<file path="src/rtl/button_conditioner.sv">
// Push-button front end for the LIGHTS colour cycler: synchronise, debounce,
// and emit one advance pulse per press plus auto-repeat pulses while held.
module button_conditioner #(
  parameter int unsigned DEBOUNCE_CYCLES = 4,
  parameter int unsigned HOLD_CYCLES     = 16,
  parameter int unsigned REPEAT_CYCLES   = 8,
  parameter bit          REPEAT_EN       = 1'b1
) (
  input  logic clk,
  input  logic rst_n,
  input  logic btn_raw,
  output logic button,
  output logic btn_level,
  output logic held
);

  localparam logic [15:0] DB_LAST   = 16'(DEBOUNCE_CYCLES - 1);
  localparam logic [15:0] HOLD_LAST = 16'(HOLD_CYCLES - 1);
  localparam logic [15:0] RPT_LAST  = 16'(REPEAT_CYCLES - 1);

  typedef enum logic [1:0] {
    ST_IDLE    = 2'd0,
    ST_PRESSED = 2'd1,
    ST_REPEAT  = 2'd2
  } state_e;

  logic        s1_q;
  logic        s_q;
  logic        level_q;
  logic        level_d;
  logic [15:0] dcnt_q;
  logic [15:0] dcnt_d;
  logic        rise_s;
  logic        fall_s;
  state_e      state_q;
  logic [15:0] hcnt_q;
  logic        button_q;
  logic        held_q;

  // Two-flop synchroniser for the asynchronous pin
  always_ff @(posedge clk or negedge rst_n) begin
    if (!rst_n) begin
      s1_q <= 1'b0;
      s_q  <= 1'b0;
    end else begin
      s1_q <= btn_raw;
      s_q  <= s1_q;
    end
  end

  // A new level is accepted only after DEBOUNCE_CYCLES consecutive differing samples
  always_comb begin
    dcnt_d  = 16'd0;
    level_d = level_q;
    rise_s  = 1'b0;
    fall_s  = 1'b0;
    if (s_q != level_q) begin
      if (dcnt_q == DB_LAST) begin
        level_d = ~level_q;
        dcnt_d  = 16'd0;
        rise_s  = s_q;
        fall_s  = ~s_q;
      end else begin
        dcnt_d  = dcnt_q + 16'd1;
      end
    end else begin
      dcnt_d = 16'd0;
    end
  end

  // Debounce state registers
  always_ff @(posedge clk or negedge rst_n) begin
    if (!rst_n) begin
      dcnt_q  <= 16'd0;
      level_q <= 1'b0;
    end else begin
      dcnt_q  <= dcnt_d;
      level_q <= level_d;
    end
  end

  // Press / auto-repeat FSM; a release always takes priority over a due repeat
  always_ff @(posedge clk or negedge rst_n) begin
    if (!rst_n) begin
      state_q  <= ST_IDLE;
      hcnt_q   <= 16'd0;
      button_q <= 1'b0;
      held_q   <= 1'b0;
    end else begin
      button_q <= 1'b0;
      case (state_q)
        ST_IDLE: begin
          held_q <= 1'b0;
          hcnt_q <= 16'd0;
          if (rise_s) begin
            state_q  <= ST_PRESSED;
            button_q <= 1'b1;
          end else begin
            state_q  <= ST_IDLE;
          end
        end
        ST_PRESSED: begin
          if (fall_s) begin
            state_q <= ST_IDLE;
            hcnt_q  <= 16'd0;
            held_q  <= 1'b0;
          end else if (hcnt_q == HOLD_LAST) begin
            state_q  <= ST_REPEAT;
            hcnt_q   <= 16'd0;
            held_q   <= 1'b1;
            button_q <= REPEAT_EN;
          end else begin
            hcnt_q <= hcnt_q + 16'd1;
          end
        end
        ST_REPEAT: begin
          if (fall_s) begin
            state_q <= ST_IDLE;
            hcnt_q  <= 16'd0;
            held_q  <= 1'b0;
          end else if (REPEAT_EN && (hcnt_q == RPT_LAST)) begin
            button_q <= 1'b1;
            hcnt_q   <= 16'd0;
          end else begin
            hcnt_q <= hcnt_q + 16'd1;
          end
        end
        default: begin
          state_q <= ST_IDLE;
          hcnt_q  <= 16'd0;
          held_q  <= 1'b0;
        end
      endcase
    end
  end

  assign button    = button_q;
  assign btn_level = level_q;
  assign held      = held_q;

endmodule
</file>
<file path="config.mk">
export PLATFORM = sky130hd
export DESIGN_NAME = button_conditioner
export DESIGN_NICKNAME = d
export VERILOG_FILES = /design/src/rtl/button_conditioner.sv
export SDC_FILE = /design/constraint.sdc
export NUM_CORES = 1
export LEC_CHECK = 0
export CELL_PAD_IN_SITES_DETAIL_PLACEMENT = 2
export CELL_PAD_IN_SITES_GLOBAL_PLACEMENT = 2
export CORE_ASPECT_RATIO = 0.8
export CORE_MARGIN = 5
export CORE_UTILIZATION = 37
export CTS_CLUSTER_DIAMETER = 100
export CTS_CLUSTER_SIZE = 24
export DETAILED_ROUTE_END_ITERATION = 16
export DONT_BUFFER_PORTS = 1
export PLACE_DENSITY = 0.76
export SLEW_MARGIN = 20
export SYNTH_ARGS = -nofsm -noshare
export SYNTH_HDL_FRONTEND = slang
export SYNTH_SLANG_ARGS = --single-unit
</file>
<file path="constraint.sdc">
create_clock -name clk -period 2.1 [get_ports clk]
set_clock_uncertainty 0.2 [all_clocks]
set_input_delay 0.63 -clock clk [delete_from_list [all_inputs] [get_ports clk]]
set_output_delay 0.63 -clock clk [all_outputs]
set_load 0.03 [all_outputs]
</file>
# ---- Word-level counts from Yosys, hierarchy flattened
# Cells that the tools add are included.
dict set report totals {
  output_inout_bits 3
  ff_bits 39
  wordCells 49
  input_bits 3
}
dict set report op_classes {
  n_eq_ne 8
  bitwise_logic 2
  mux 26
  n_reduce_logical 3
  add_sub_neg 2
}
# op n
set ops {}
lappend ops {{2-to-1 mux 16 bit} 6}
lappend ops {{adder 16 x 1 -> 16 bit (second input constant)} 2}
lappend ops {{case mux 16 bit (2 select lines)} 1}
lappend ops {{== test 16 x 2 -> 1 bit (second input constant)} 1}
lappend ops {{== test 16 x 3 -> 1 bit (second input constant)} 1}
lappend ops {{== test 16 x 4 -> 1 bit (second input constant)} 1}
lappend ops {{2-to-1 mux 1 bit} 13}
lappend ops {{2-to-1 mux 2 bit} 3}
lappend ops {{case mux 2 bit (3 select lines)} 1}
lappend ops {{AND reduction 2 bit} 2}
lappend ops {{inequality test 3 bit (second input constant)} 1}
lappend ops {{case mux 1 bit (3 select lines)} 1}
lappend ops {{== test 2 x 1 -> 1 bit (second input constant)} 1}
lappend ops {{== test 2 bit (second input constant)} 1}
lappend ops {{zero test 2 bit} 1}
lappend ops {{inequality test 2 bit (second input constant)} 1}
lappend ops {{inverter 1 bit} 2}
lappend ops {{case mux 1 bit (2 select lines)} 1}
lappend ops {{inequality test 1 bit} 1}

# ---- Logic depth before layout (Yosys ltp)
# Gate-level depths: netlist of the first run.
dict set report depth {
  depth_word 5
  mapped_depth 9
  ltp_nobuf 7
}

# ---- Least setup slack after synthesis of the first run
# No wires, ideal clock.
dict set report synth_timing {
  path_type {reg2reg}
  startpoint {register state_q[1]}
  endpoint {register hcnt_q[14]}
  setup_time_ps 71
  path_slack_ps 40
  t_required_ps 1829
  arrival_time_ps 1789
  period_less_slack_ps 2060
  path_buffers 2
  stages_incl_launch_ff 9
  path_cell_list {dfrtp_1 ha_1 nand2b_1 o21a_1 o21ai_0 or3_1 buf_4 buf_4 nor2_1}
}
dict set report synth_between {
  elab_chain_len 2
  elab_cells_between_ends 3
  cone_classes {eq/ne: 2; mux: 1}
}
# item line_no
set synth_rtl {}
lappend synth_rtl {{start: declaration} 35} ;# state_e state_q;
lappend synth_rtl {{start signal: assignment} 85} ;# state_q <= ST_IDLE;
lappend synth_rtl {{start signal: assignment} 96} ;# state_q <= ST_PRESSED;
lappend synth_rtl {{start signal: assignment} 99} ;# state_q <= ST_IDLE;
lappend synth_rtl {{== test 2 bit / == test 2 x 1 -> 1 bit (equally long branches)} 91} ;# case (state_q)
lappend synth_rtl {{case mux 16 bit (2 select lines) (*)} 91}
lappend synth_rtl {{end signal: assignment} 113} ;# hcnt_q <= hcnt_q + 16'd1;
lappend synth_rtl {{end signal: assignment} 125} ;# hcnt_q <= hcnt_q + 16'd1;
lappend synth_rtl {{end: declaration} 36} ;# logic [15:0] hcnt_q;
# Mark *: on every way between the ends. The rest lies on a longest branch, timed or not.
# A chain may end at the register's enable or synchronous reset.

# ---- Worst setup path in the final report of the first run
dict set report layout_timing {
  startpoint {register dcnt_q[0]}
  endpoint {register hcnt_q[12]}
}
dict set report layout_between {
  elab_chain_len 5
  elab_cells_between_ends 6
  cone_classes {eq/ne: 1; mux: 5}
}
# item line_no
set layout_rtl {}
lappend layout_rtl {{start: declaration} 31} ;# logic [15:0] dcnt_q;
lappend layout_rtl {{start signal: assignment} 77} ;# dcnt_q <= dcnt_d;
lappend layout_rtl {{== test 16 x 2 -> 1 bit (*)} 58} ;# if (dcnt_q == DB_LAST) begin
lappend layout_rtl {{2-to-1 mux 1 bit (*)} 58}
lappend layout_rtl {{2-to-1 mux 1 bit (*)} 57} ;# if (s_q != level_q) begin
lappend layout_rtl {{2-to-1 mux 16 bit, on equally long branches} {117, 103}}
lappend layout_rtl {{case mux 16 bit (2 select lines) (*)} 91}
# Marks and branches as above.

==> results of run 1 <==
layout make-up:
class / instances / area, um^2
clock inverters: 1 / 5.00
clock buffers: 7 / 86.3
repair buffers: 12 / 118
inverters: 8 / 30.0
fillers: 533 / 2820
flip-flops and latches: 38 / 951
well taps: 62 / 77.6
multi-input cells: 141 / 921
where the power goes:
| part | switching [W] | internal, W |
|---|---|---|
| registers | 0.0000745 | 0.000766 |
| clock network | 0.000256 | 0.000265 |
| logic | 0.000138 | 0.0000887 |
| total | 0.000469 | 0.00112 |
registers in the layout (all words and copies together), names as in the netlist:
signal,count
button,1
s_q,1
s1_q,1
hcnt_q,16
btn_level,1
state_q,2
dcnt_q,16
what timing repair did:
item / in CTS / in global routing
endpoints found under the setup margin: 16 / 16
hold endpoints to repair: 38 / 0
buffers inserted: 0 / 1
hold buffers: 2 / 0
gates resized for setup: 1 / 4
worst max-delay path, stage by stage, from the launching register on:
cell and delay (ns):
sky130_fd_sc_hd__dfrtp_1 0.40, sky130_fd_sc_hd__ha_1 0.19, sky130_fd_sc_hd__nor4b_2 0.28, sky130_fd_sc_hd__nand4_1 0.25, sky130_fd_sc_hd__nor3b_2 0.26, sky130_fd_sc_hd__or3_1 0.19, sky130_fd_sc_hd__buf_12 0.16, sky130_fd_sc_hd__nor2_1 0.07
per-layer routing:
metal	wire length [um]	part of all wire
met5	0	0
met4	76	0.016
met3	121	0.025
met2	2300	0.47
met1	2410	0.49
logic make-up after synthesis:
logic type | after synthesis | share of synthesized area
and+or+nand+nor | 98 | 0.259
DFF | 38 | 0.499
xor gates and xnor gates | 29 | 0.133
buffers and inverters | 13 | 0.0354
AOI/OAI and AO/OA | 6 | 0.0230
adders and majority gates | 6 | 0.0394
muxes | 2 | 0.0112
path summary, 6_finish.rpt:
check                                    startpoint                    to  slack [ns]  cells after the start
worst max-delay path            dcnt_q[0]$_DFF_PN0_  hcnt_q[12]$_DFF_PN0_       -0.02                      7
worst min-delay path                        btn_raw        s1_q$_DFF_PN0_        0.16                      0
worst max register to register  dcnt_q[0]$_DFF_PN0_  hcnt_q[12]$_DFF_PN0_       -0.02                      7
worst min register to register       s1_q$_DFF_PN0_         s_q$_DFF_PN0_        0.18                      0
max in group asynchronous                     rst_n   hcnt_q[0]$_DFF_PN0_        0.92                      2
min in group asynchronous                     rst_n  hcnt_q[10]$_DFF_PN0_        0.58                      2
stage by stage:
| step | area [um^2] | util | hold slack [ns] | worst slack (ns) |
|---|---|---|---|---|
| global route | 2190 | 0.437 | 0.141 | -0.111 |
| detailed placement | 2030 | 0.405 | 0.136 | -0.00192 |
| global placement | 2030 | 0.405 | 0.136 | 0.0862 |
| CTS | 2150 | 0.430 | 0.152 | 0.0114 |
| floorplan | 1910 | - | 0.131 | 0.0399 |
| finish | 2190 | 0.437 | 0.163 | -0.0177 |
cell usage in the layout, fill, tap and decap left out, types with 2 or more instances in the layout:
cell type and count:
sky130_fd_sc_hd__inv_1 8, sky130_fd_sc_hd__nor4_1 5, sky130_fd_sc_hd__nand3_1 6, sky130_fd_sc_hd__buf_12 2, sky130_fd_sc_hd__nor2_1 42, sky130_fd_sc_hd__buf_4 9
sky130_fd_sc_hd__nand2_1 12, sky130_fd_sc_hd__ha_1 5, sky130_fd_sc_hd__and3_1 5, sky130_fd_sc_hd__clkbuf_8 6, sky130_fd_sc_hd__xnor2_1 17, sky130_fd_sc_hd__xor2_1 12
sky130_fd_sc_hd__nand4_1 8, sky130_fd_sc_hd__nor4_2 2, sky130_fd_sc_hd__dfrtp_1 38, sky130_fd_sc_hd__nor3_1 7
==> summary by stage, run 1 <==
Run status
The run finished, with violations left. The final reports fail on negative setup slack.

Cells and area
From synthesis to final layout, the design area changed by 14.8%. In the final design database the tool counted 215 nets. The number of antenna cells inserted is 0. The count of non-filler cells in the finished layout is 269. The layout cell share with drive strength beyond 1 is 0.145.

Run
The max-cap check violation count is 0.

Die
The standard-cell row count is 23. The die covers 0.00670 mm^2. In this run the vertical extent of the chip is 74.2 um. After floorplanning, the core was sized to cover 0.00501 mm^2. The I/O pin count is 6. The initial utilization of the core area, before any placement, comes to 0.381. Measured along the x axis, the die boundary spans 90.3 um.

Synthesis
In the synthesized netlist the async set-or-reset flop fraction comes to 1.00. For this run, the register share of the synthesized area comes to 0.499. In this run, synthesis produced a sequential element count of 38. Sorting the synthesized cells by how often they occur yields sky130_fd_sc_hd__nor2_1 (42), sky130_fd_sc_hd__dfrtp_1 (38), sky130_fd_sc_hd__xnor2_1 (17).

Yosys mapped a number of flops with a built-in enable equal to 0. The leading register cell type out of synthesis is sky130_fd_sc_hd__dfrtp_1. The cell count after synthesis came out at 192.

Yosys attributes the largest share of cell area to sky130_fd_sc_hd__dfrtp_1 (50%), sky130_fd_sc_hd__nor2_1 (8.3%), sky130_fd_sc_hd__xnor2_1 (7.8%). The yosys synthesis warning count is 0. The portion of synthesized cell area occupied by the leading cell type is 0.499.

Of all cell types, the one taking the most synthesized area is sky130_fd_sc_hd__dfrtp_1. The number of nets in the synthesized netlist is 201. The combined area of all synthesized cells is 0.00191 mm^2.

The number of distinct standard cells referenced by the synthesized netlist is 34. Among all cell types in the netlist, the one instantiated most often is sky130_fd_sc_hd__nor2_1. The mean post-synth cell area is 9.93 um^2.

GRT
For met2 alone, demand over resource in global routing was 0.252. The via count of the first global-routing pass is 1607. The met1 routing resource usage after global routing is 0.204. The remaining global-route overflow is 0. In the global route stage, met3 resource usage came out at 0.0394. In this run the most used layer during global routing was met2. Entering global routing, the biggest net connects 39 pins. In the global route stage, overall resource usage came out at 0.155. The global-route wire length before repair is 8.21 mm. The number of antenna violations at the first check in global routing is 0.

Detailed routing
Dividing the detail-routed wire length by the instance count gives 18.2 um. The post-route DRC violation count is 0. The via count is 1427. In this run the remaining antenna-violating nets after routing total 0. The routed wire length is 4.90 mm. The detailed-router iteration count before antenna repair is 4. The first routing iteration left 36 violations. The detail-routed via count per cell is 5.30.

Placed design
Detailed placement ended at an HPWL of 3.50 mm. At the end of routability-driven placement, the weighted congestion stood at 0.739. The count of buffers added on input and output ports is 0.

The instance count after placement with tap cells included is 258.

STA
The final count of negative-setup-slack endpoints is 11. The number of endpoints with negative hold slack in the final report is 0. At the pin with the least slew margin, the transition time is 0.514 ns. Once routing completed, OpenROAD measured the worst setup slack at -0.0177 ns. For this run, the top clock speed supported by timing is 472 MHz. The max-slew violation count is 0. The worst path in the final design needs a cycle of 2.12 ns, including I/O delays and setup.

In this run the tightest slew margin relative to its limit is 0.657. Dividing the final minimum period by the clock period gives 1.01. For the final routed database, the setup TNS stands at -0.110 ns.

Clock network
The root cell of the clock tree is sky130_fd_sc_hd__clkbuf_8. The longest clock path from root to sink contains 2 buffers. The tree built by TritonCTS fans out to 38 sinks.

The later pin in the worst-skew pair is clocked with a latency of 0.29 ns. The CTS tree is yes. The clock-pin slew of the registers on the worst-case setup and hold paths is 0.08 ns. The H-tree generated during clock tree synthesis spans 2 levels. The number of buffers created by CTS is 5.

Worst setup path
For the worst setup path, the data arrival time is 2.09 ns. The worst setup path is of the flip-flop to flip-flop kind. Data on the critical path is required at its endpoint by 2.08 ns. The largest fanout on the critical path is 16. The sort of element at the start of the critical path is a flip-flop. The critical path capture point type is a flip-flop.

Pwr
Summed over all cells, the static leakage comes to 0.889 nW. Power spread over the standard cell area amounts to 726 mW/mm^2. IR analysis of the VDD net gives a maximum drop of 372 uV. The total power consumption of the routed design is 0.00159 W.

Hold path
The path category of the worst min-delay check is input port to flip-flop.
No activity file was read; power rests on OpenSTA's default activity.
==> run 2: changes to the inputs <==
--- a/config.mk
+++ b/config.mk
@@ -5,16 +5,18 @@
 export SDC_FILE = /design/constraint.sdc
 export NUM_CORES = 1
 export LEC_CHECK = 0
+export ABC_AREA = 1
 export CELL_PAD_IN_SITES_DETAIL_PLACEMENT = 2
 export CELL_PAD_IN_SITES_GLOBAL_PLACEMENT = 2
 export CORE_ASPECT_RATIO = 0.8
 export CORE_MARGIN = 5
-export CORE_UTILIZATION = 37
+export CORE_UTILIZATION = 34
+export CTS_BUF_LIST = sky130_fd_sc_hd__clkbuf_8 sky130_fd_sc_hd__clkbuf_16
 export CTS_CLUSTER_DIAMETER = 100
 export CTS_CLUSTER_SIZE = 24
 export DETAILED_ROUTE_END_ITERATION = 16
 export DONT_BUFFER_PORTS = 1
-export PLACE_DENSITY = 0.76
+export PLACE_DENSITY = 0.74
 export SLEW_MARGIN = 20
 export SYNTH_ARGS = -nofsm -noshare
 export SYNTH_HDL_FRONTEND = slang
==> run 2 against run 1 <==
Effect of this change:
- the run now ends clean
- fmax grew 9.8%
- non-clock buffer count shrank 2
- register-to-register slack gained 0.19 ns
- critical path type unchanged
==> summary by stage, run 2 <==
Clock network
The number of buffers created by CTS is 5. The number of clock sinks is 38. The clock passes through at most 2 buffers. The number of H-tree levels is 2.

TritonCTS built the clock tree. Clock latency on the worst-skew pair, taken at its later pin, is 0.29 ns. The clock-pin slew of the registers on the worst-case setup and hold paths is 0.08 ns.

The tree is rooted in a sky130_fd_sc_hd__clkbuf_8.

Placed design
Buffers placed on the I/O ports in this run total 0. The worst setup slack before clock tree synthesis is 0.0428 ns. The placed cell area is 0.00225 mm^2. Routability-driven placement finished with a final weighted congestion of 0.814. The placed wire-length estimate after detailed placement is 4.41 mm.

Cells and area
The layout cell share with drive strength beyond 1 is 0.0956. The commonest non-fill, non-tap cell in the layout is sky130_fd_sc_hd__nor2_1. The largest registers in the layout are dcnt_q: 16 flops, hcnt_q: 16 flops, state_q: 2 flops. Fill cells in the final layout number 714.

The library cells used most frequently in the layout, excluding fill and tap cells, are sky130_fd_sc_hd__nor2_1 (50), sky130_fd_sc_hd__nand2_1 (48), sky130_fd_sc_hd__inv_1 (42), sky130_fd_sc_hd__dfrtp_1 (38), sky130_fd_sc_hd__nand3_1 (28). 0 antenna diodes ended up in the layout. In the final design database the tool counted 302 nets.

The area of all placed cells without fillers is 0.00240 mm^2. The area growth from synthesis to layout is 13.3%.

Die
The standard-cell row count is 25. The die covers 0.00791 mm^2. The region available for standard cell placement spans 0.00597 mm^2. The height of the chip is 80.6 um. The starting density of the core is 0.354. From left edge to right edge, the die measures 98.2 um.

Pin placement for this block handled 6 I/O pins.

STA
In this run the tightest slew margin relative to its limit is 0.655. In the post-route analysis, the smallest setup slack over all paths is 0.172 ns. For the pin with the worst max-slew slack, the measured transition is 0.513 ns.

Dividing the final minimum period by the clock period gives 0.918. Setup repair after global routing left no endpoint under its margin. The max-slew violation count is 0. The routed design could run at a clock period as short as 1.93 ns.

The number of endpoints with negative hold slack in the final report is 0. The final setup TNS is 0 ns. Final hold analysis gives a worst-case slack of 0.150 ns.

The fmax is 519 MHz. Setup violations remaining at the end of the flow were counted as 0.

Worst setup path
The data required time at the worst endpoint is 2.07 ns. The standard cell with the maximum stage delay on the critical path is sky130_fd_sc_hd__dfrtp_1. The critical path capture point type is a flip-flop. The cell type group with the largest total delay on the critical path is simple AND/OR/NAND/NOR gates. At the worst endpoint, the arrival time is 1.90 ns. The delay contributed by the slowest stage of the critical path is 0.39 ns. The cell seen most often among critical-path stages is sky130_fd_sc_hd__nor2_1.

In this run the worst path has a maximum fanout of 16. The number of buffers and inverters on the critical path is 2. The critical path is of the flip-flop to flip-flop type. The sort of element at the start of the critical path is a flip-flop. The signal on the critical path passes through ha_2, inv_1, nor2_1, nand2_1, nor2_4, nand3_4, nand3_2, nand2_2, inv_6, nor2_1.

Synthesis
The number of enable-type register cells in the synthesized netlist is 0. Among all flip-flop cells after synthesis, the most frequent one is sky130_fd_sc_hd__dfrtp_1. The mean post-synth cell area is 7.62 um^2. Yosys attributes the largest share of cell area to sky130_fd_sc_hd__dfrtp_1 (45%), sky130_fd_sc_hd__nor2_1 (8.9%), sky130_fd_sc_hd__nand2_1 (8.5%). The post-synthesis sequential area ratio is 0.449.

Counting distinct cell types in the post-synthesis netlist gives 29. The post-synthesis instance total is 278. Of all flip-flops after synthesis, the portion carrying an async set or reset was 1.00. Summed over all instances, the cell type with the most area after synthesis is sky130_fd_sc_hd__dfrtp_1. The commonest cells after synthesis are sky130_fd_sc_hd__nor2_1 (50), sky130_fd_sc_hd__nand2_1 (48), sky130_fd_sc_hd__inv_1 (40). The most frequently used cell type in the post-synthesis netlist is sky130_fd_sc_hd__nor2_1.

The number of nets in the synthesized netlist is 287. The portion of synthesized cell area occupied by the leading cell type is 0.449. The count of state elements after synthesis is 38. The Yosys step of the flow raised 0 warnings. The combined area of all synthesized cells is 0.00212 mm^2.

Pwr
IR analysis of the VDD net gives a maximum drop of 357 uV. The cell area power density is 643 mW/mm^2. The total leakage power is 1.08 nW.

GRT
The remaining global-route overflow is 0. The largest net degree at the start of global routing is 39. The first global-routing pass estimated 10.2 mm of wire.

The total routing usage reported by global routing is 0.163. The number of antenna violations at the first check in global routing was 0. The via count of the first global-routing pass is 2031.

Detailed routing
The first routing iteration left 77 violations. The detail-routed via count per cell is 4.99. After detailed routing, the number of remaining DRC violations is 0. The per-cell routed wire length is 15.6 um.

The first TritonRoute pass finished after 4 iterations. After detailed routing, the total wire length is 5.85 mm. The final antenna-violating net count is 0. Across all layers, the routed design uses 1868 vias.

Hold path
The path category of the worst min-delay check is flip-flop to flip-flop.

Run status
The run finished with clean final reports.

Run
The max-cap check violation count is 0.
## run 2: cell count changes after synthesis, moves of 3 or more
cell	delta
sky130_fd_sc_hd__nand2_1	+36
sky130_fd_sc_hd__xnor2_1	-16
sky130_fd_sc_hd__nor2_1	+8
sky130_fd_sc_hd__o21ai_0	+7
sky130_fd_sc_hd__inv_1	+32
sky130_fd_sc_hd__a21oi_1	+10
sky130_fd_sc_hd__xor2_1	-7
sky130_fd_sc_hd__nor4_1	-7
sky130_fd_sc_hd__nor3_1	+4
sky130_fd_sc_hd__buf_4	-3
sky130_fd_sc_hd__and3_1	-4
sky130_fd_sc_hd__nand3_1	+22
## run 2: per-stage QoR
step | std cells | power [W] | utilization
3_5_place_dp | 363 | 0.00104 | 0.376
3_3_place_gp | 363 | 0.00102 | 0.376
6_report | 374 | 0.00154 | 0.401
5_1_grt | 374 | 0.00164 | 0.401
2_1_floorplan | 278 | 0.000943 | -
4_1_cts | 372 | 0.00153 | 0.395
## run 2: repair_timing
action                     CTS  global route
pin swaps                    0             1
gates resized for setup      1             5
hold endpoints to repair    38             0
buffers inserted             0             2
hold buffers                 2             0
setup endpoints to repair    1            18
## run 2: cells by family (layout without fill, tap and decap cells)
group / Yosys count / in the layout / synth area share
simple gates: 162 / 162 / 0.351
buf+inv: 43 / 58 / 0.0810
flops: 38 / 38 / 0.449
compound gates: 23 / 23 / 0.0585
fa+ha+maj: 6 / 6 / 0.0355
xor+xnor: 6 / 6 / 0.0248
## run 2: area by class of cell
class / instances / area, um^2 / share of cell area
clock buffer: 5 / 68.8 / 0.0287
clock inverter: 2 / 7.51 / 0.00313
inverter: 41 / 159 / 0.0662
multi-input combinational: 197 / 1020 / 0.426
sequential: 38 / 951 / 0.396
tap: 81 / 101 / 0.0423
timing repair buffer: 10 / 90.1 / 0.0376
## run 2: power breakdown
part,leakage [nW],switching (W),total (W),internal [W]
Sequential,0.522,0.0000334,0.000796,0.000763
Clock,0.0466,0.000251,0.000471,0.000219
Combinational,0.507,0.000184,0.000276,0.0000912
## run 2: final timing paths
kind | from | to | slack [ns] | depth (start not counted)
setup / recovery | dcnt_q[0]$_DFF_PN0_ | hcnt_q[4]$_DFF_PN0_ | 0.17 | 10
hold / removal | s1_q$_DFF_PN0_ | s_q$_DFF_PN0_ | 0.15 | 0
setup reg to reg | dcnt_q[0]$_DFF_PN0_ | hcnt_q[4]$_DFF_PN0_ | 0.17 | 10
hold reg to reg | s1_q$_DFF_PN0_ | s_q$_DFF_PN0_ | 0.15 | 0
max in group asynchronous | rst_n | s_q$_DFF_PN0_ | 0.91 | 2
min in group asynchronous | rst_n | dcnt_q[6]$_DFF_PN0_ | 0.59 | 2
## run 2: layer usage
metal | GRT usage | up-vias | wire [um]
li1 | - | 921 | -
met1 | 0.233 | 930 | 3200
met2 | 0.257 | 13 | 2490
met3 | 0.0260 | 4 | 111
met4 | 0.0409 | 0 | 48
met5 | 0 | - | 0
==> edit 1 (settings of run 1) <==
The 3 states of `state_e` get a one-hot encoding in 3 bits.
--- a/src/rtl/button_conditioner.sv
+++ b/src/rtl/button_conditioner.sv
@@ -18,10 +18,10 @@
   localparam logic [15:0] HOLD_LAST = 16'(HOLD_CYCLES - 1);
   localparam logic [15:0] RPT_LAST  = 16'(REPEAT_CYCLES - 1);
 
-  typedef enum logic [1:0] {
-    ST_IDLE    = 2'd0,
-    ST_PRESSED = 2'd1,
-    ST_REPEAT  = 2'd2
+  typedef enum logic [2:0] {
+    ST_IDLE    = 3'b001,
+    ST_PRESSED = 3'b010,
+    ST_REPEAT  = 3'b100
   } state_e;
 
   logic        s1_q;
Function: same outputs for any inputs over 10 cycles, from zero or initial values and one cycle with rst_n low; not proved beyond that.
==> edit 1 against run 1 <==
  * Sequential power up 3.9%
  * Wire length up 15%
  * Cell area rose by 8.6%
  * Setup slack improved by 0.092 ns
  * Maximum frequency up 4.6%
  * Total power is 16% higher
  * Synthesized area rose by 2.2%
  * Sequential cell count up 1
  * Largest cell class unchanged
==> edit 1: results (changes against run 1) <==
worst_ep_arrival_time_ns: 2.02  # -0.07 ns
dpl_cell_area_um2: 2160  # +6.8%
track_usage: 0.181  # +0.0261
dpl.cell_count: 267  # +3.5%
yosys.cell_types.count: 39  # +15%
fin_cells: 281  # +4.5%
yosys-top-cells-area: "dfrtp_1 (49%), xnor2_1 (8.1%), nor3_1 (4.6%)"
grt_pass1_vias: 1775  # +10%
slew_headroom: 0.530  # -0.127
highest_layer: "met4"
syn_nets: 197  # -2.0%
met1_length_um: 2770  # +15%
drt-initial-drc-count: 73  # +100%
drive_gt1_frac: 0.205  # +0.0606
slowest_delay_ns: 0.40  # about the same
grt_pass1_wl_um: 9610  # +17%
insertion_delay_ns: 0.30
pre_cts_ws_ns: -0.0811  # -0.0792 ns
peakVddDrop_uv: 818  # +120%
yosys-top-cells-count: "dfrtp_1 (38), nor2_1 (19), nor3_1 (18), xnor2_1 (18)"
grt_remaining_overflow: 0  # unchanged
wl_met3_um: 130  # +7.4%
n_fill_cell: 525  # -1.5%
p_leak_nw: 0.932  # +4.8%
grt_max_degree: 40  # +2.6%
wl_met2_um: 2630  # +15%
finish.net_count: 223  # +3.7%
gp_congestion: 0.826  # +12%
critPathSlowestCell: "dfrtp_1"
top_regs: "dcnt_q (16), hcnt_q (16), state_q (3)"
seqCellArea_um2: 980  # +3.0%
status: "complete, no violations"
vias: 1625  # +14%
syn_avg_cell_area_um2: 10.2  # +2.2%
dp_hpwl_um: 3730  # +6.5%
h-tree-depth: 2  # unchanged
drt_wl_total_um: 5630  # +15%
synth_seq_area_share: 0.501  # +0.00260
[edit 1: kinds of logic (layout without fill, tap and decap cells)]
kind of cell / after synthesis / count (layout) / share of synthesized area
AND/OR/NAND/NOR: 101 / 101 / 0.291
XOR/XNOR: 27 / 27 / 0.121
AO/OA/AOI/OAI: 14 / 14 / 0.0488
multiplexers: 1 / 1 / 0.00578
buffers and inverters: 8 / 35 / 0.0186
flip-flops: 39 / 39 / 0.501
adder cells (fa/ha/maj): 2 / 2 / 0.0128
[edit 1: metrics by stage]
stage          total power, mW  hold WS, ns
5_1_grt                   1.92        0.128
2_1_floorplan             1.01        0.131
6_report                  1.84        0.148
3_3_place_gp              1.13        0.136
4_1_cts                   1.85        0.137
3_5_place_dp              1.15        0.136
[edit 1: worst paths after layout]
kind | start | slack, ns | endpoint | depth (start not counted)
min | btn_raw | 0.15 | s1_q | 0
min in group asynchronous | rst_n | 0.58 | hcnt_q[12] | 2
max reg2reg | hcnt_q[4] | 0.07 | hcnt_q[3] | 7
min reg2reg | s1_q | 0.17 | s_q | 0
max in group asynchronous | rst_n | 0.87 | state_q[0] | 2
max | hcnt_q[4] | 0.07 | hcnt_q[3] | 7
[edit 1: report_power, final]
group          switching (mW)  internal, mW  total [mW]
Clock                   0.289         0.385       0.674
Sequential             0.0848         0.789       0.874
Combinational           0.158         0.129       0.288
Total                   0.532          1.30        1.84
[edit 1: what timing repair did]
item | CTS | global route
hold buffers | 2 | 0
endpoints found under the hold margin | 39 | 0
setup buffers | 3 | 1
resized for setup | 0 | 8
setup endpoints to repair | 1 | 33
[edit 1: layout make-up]
| type | count | share of cell area |
|---|---|---|
| Clock inverter | 2 | 0.0147 |
| Timing Repair Buffer | 23 | 0.0911 |
| Sequential cell | 39 | 0.412 |
| Tap cell | 62 | 0.0326 |
| Clock buffer | 6 | 0.0348 |
| Inverter | 4 | 0.00632 |
| Multi-Input combinational cell | 145 | 0.408 |
[edit 1: metal layers]
metal / GRT usage / vias up
li1: - / 752
met1: 0.241 / 848
met2: 0.295 / 15
met3: 0.0410 / 10
met4: 0.0635 / 0
met5: 0 / -
[edit 1: critical path, delay by kind of cell (launching register included)]
family	cells	cell delay [ns]
AND/OR/NAND/NOR	3	0.52
AO/OA/AOI/OAI	1	0.25
buffers and inverters	3	0.53
flip-flops	1	0.40
==> edit 2 (settings of run 1) <==
Without the edit above. `REPEAT_EN`: 1'b1 -> 1'b0.
--- a/src/rtl/button_conditioner.sv
+++ b/src/rtl/button_conditioner.sv
@@ -4,7 +4,7 @@
   parameter int unsigned DEBOUNCE_CYCLES = 4,
   parameter int unsigned HOLD_CYCLES     = 16,
   parameter int unsigned REPEAT_CYCLES   = 8,
-  parameter bit          REPEAT_EN       = 1'b1
+  parameter bit          REPEAT_EN       = 1'b0
 ) (
   input  logic clk,
   input  logic rst_n,
Formal check against the unedited RTL: same outputs for any inputs over 10 cycles, from zero or initial values and one cycle with rst_n low; that may be too few to reach the edited logic, so the function may still have changed.
==> edit 2 against run 1 <==
  * Synthesized cell count decreased by 2.1%
  * Cell area increased by 3.4%
  * Total power increased by 6.7%
  * Clock power increased by 10%
  * Critical path depth decreased by 2
  * Maximum frequency increased by 1.6%
  * Sequential power increased by 1%
  * Wire length increased by 10%
  * Sequential share of layout area decreased by 0.34 points
  * Synthesized area increased by 1.6%
  * Setup slack improved by 0.033 ns
  * Sequential cell count increased by 1
  * Via count increased by 5.0%
  * Critical path type unchanged
  * Largest power group unchanged
==> edit 2: results (changes against run 1) <==
dpl_cell_area_um2: 2090  # +3.3%
finish.net_count: 211  # -1.9%
synth.top_cell.area_share: 0.504  # +0.00486
dp_hpwl_um: 3680  # +4.9%
gp_congestion: 0.813  # +10%
hold_path.class: "reg -> reg"
grt_pass1_vias: 1660  # +3.3%
r2r-start: "dcnt_q[0]"
n_fill_cell: 530  # -0.56%
p_leak_nw: 0.905  # +1.8%
worst_ep_arrival_time_ns: 2.11  # +0.02 ns
peakVddDrop_uv: 575  # +54%
io_buffers: 0  # unchanged
cts_setup_buffers: 0  # unchanged
cts_buffer_depth: 2  # unchanged
grt_pass1_wl_um: 9110  # +11%
yosys-top-cells-count: "dfrtp_1 (39), nor2_1 (25), nand2_1 (12), xnor2_1 (12), nand3_1 (10)"
avgViaCountPerCell: 5.64  # +6.2%
h-tree-depth: 2  # unchanged
status: "complete, no violations"
drt-initial-drc-count: 97  # +170%
track_usage: 0.173  # +0.0178
min-delay-start: "s1_q"
dpl.cell_count: 256  # -0.78%
critPathMaxFanout: 4  # -12
antenna_found_initial: 0  # unchanged
top_regs: "dcnt_q (16), hcnt_q (16), state_q (2)"
grt_max_degree: 40  # +2.6%
yosys.cell_types.count: 36  # +5.9%
netlist_instances: 188  # -2.1%
synth_seq_area_share: 0.504  # +0.00486
yosys-top-cells-area: "dfrtp_1 (50%), xnor2_1 (5.4%), nor2_1 (4.8%)"
slew_headroom: 0.694  # +0.0361
wl_per_cell_um: 20.3  # +11%
critPathSlowestCell: "or4_1"
slowest_delay_ns: 0.56  # +0.16 ns
syn_nets: 196  # -2.5%
fin_cells: 266  # -1.1%
drive_gt1_frac: 0.167  # +0.0217
[edit 2: changes by cell type in the layout (fill, tap and decap cells not counted), moves of 3 or more]
cell     change
nor2_1      -17
a21oi_1      +9
o21ai_0      +6
xnor2_1      -5
nand3_1      +4
nor4_1       -4
or3_1        +4
or4_1        +4
and3_1       -3
nand4_1      -3
o31ai_1      +3
xor2_1       -3
[edit 2: final timing paths]
| check | to | slack, ns | cells past startpoint |
|---|---|---|---|
| min in group asynchronous | button | 0.62 | 2 |
| min reg2reg | s_q | 0.15 | 0 |
| max in group asynchronous | state_q[0] | 0.89 | 2 |
| max | state_q[0] | 0.02 | 5 |
| max reg2reg | state_q[0] | 0.02 | 5 |
| min | s_q | 0.15 | 0 |
[edit 2: logic make-up (layout without fill, tap and decap cells)]
group                    count (synthesis)  after routing  share of synthesized area
AO/OA/AOI/OAI                           24             24                     0.0813
XOR/XNOR                                21             21                     0.0949
buffers and inverters                   11             27                     0.0232
AND/OR/NAND/NOR                         88             88                      0.265
adder cells (fa/ha/maj)                  5              5                     0.0323
flip-flops                              39             39                      0.504
[edit 2: worst max-delay path: cells and delay by family, from the launching register on]
| kind | cells | cell delay (ns) |
|---|---|---|
| compound gates | 1 | 0.16 |
| simple gates | 3 | 0.98 |
| flops | 1 | 0.42 |
| fa+ha+maj | 1 | 0.25 |
[edit 2: layout make-up]
| type | count | area [um^2] | area share |
|---|---|---|---|
| sequential | 39 | 976 | 0.431 |
| multi-input combinational | 138 | 957 | 0.423 |
| timing repair buffer | 11 | 123 | 0.0542 |
| clock buffer | 8 | 100 | 0.0442 |
| tap | 62 | 77.6 | 0.0343 |
| inverter | 8 | 30.0 | 0.0133 |
[edit 2: layer usage]
| metal | vias to the layer above | part of all wire | track usage |
|---|---|---|---|
| met3 | 8 | 0.039 | 0.0370 |
| met4 | 0 | 0.017 | 0.0537 |
| li1 | 695 | - | - |
| met1 | 776 | 0.46 | 0.227 |
| met2 | 20 | 0.48 | 0.292 |
| met5 | - | 0 | 0 |
[edit 2: power by group]
part	switching [mW]	internal, mW	leakage (nW)
combinational	0.159	0.111	0.317
clock	0.273	0.300	0.0515
sequential	0.0683	0.784	0.537
[edit 2: per-stage QoR]
step	util	setup TNS, ns	setup WS (ns)
after detailed placement	0.416	0	0.0433
after CTS	0.441	0	0.0216
final	0.449	0	0.0153
after global routing	0.449	-0.0314	-0.0314
after global placement	0.416	0	0.154
after floorplan	-	0	0.171
[edit 2: timing repair]
action,CTS,global route
resized for setup,0,6
hold buffers,2,0
hold endpoints to repair,39,0
setup endpoints to repair,0,19
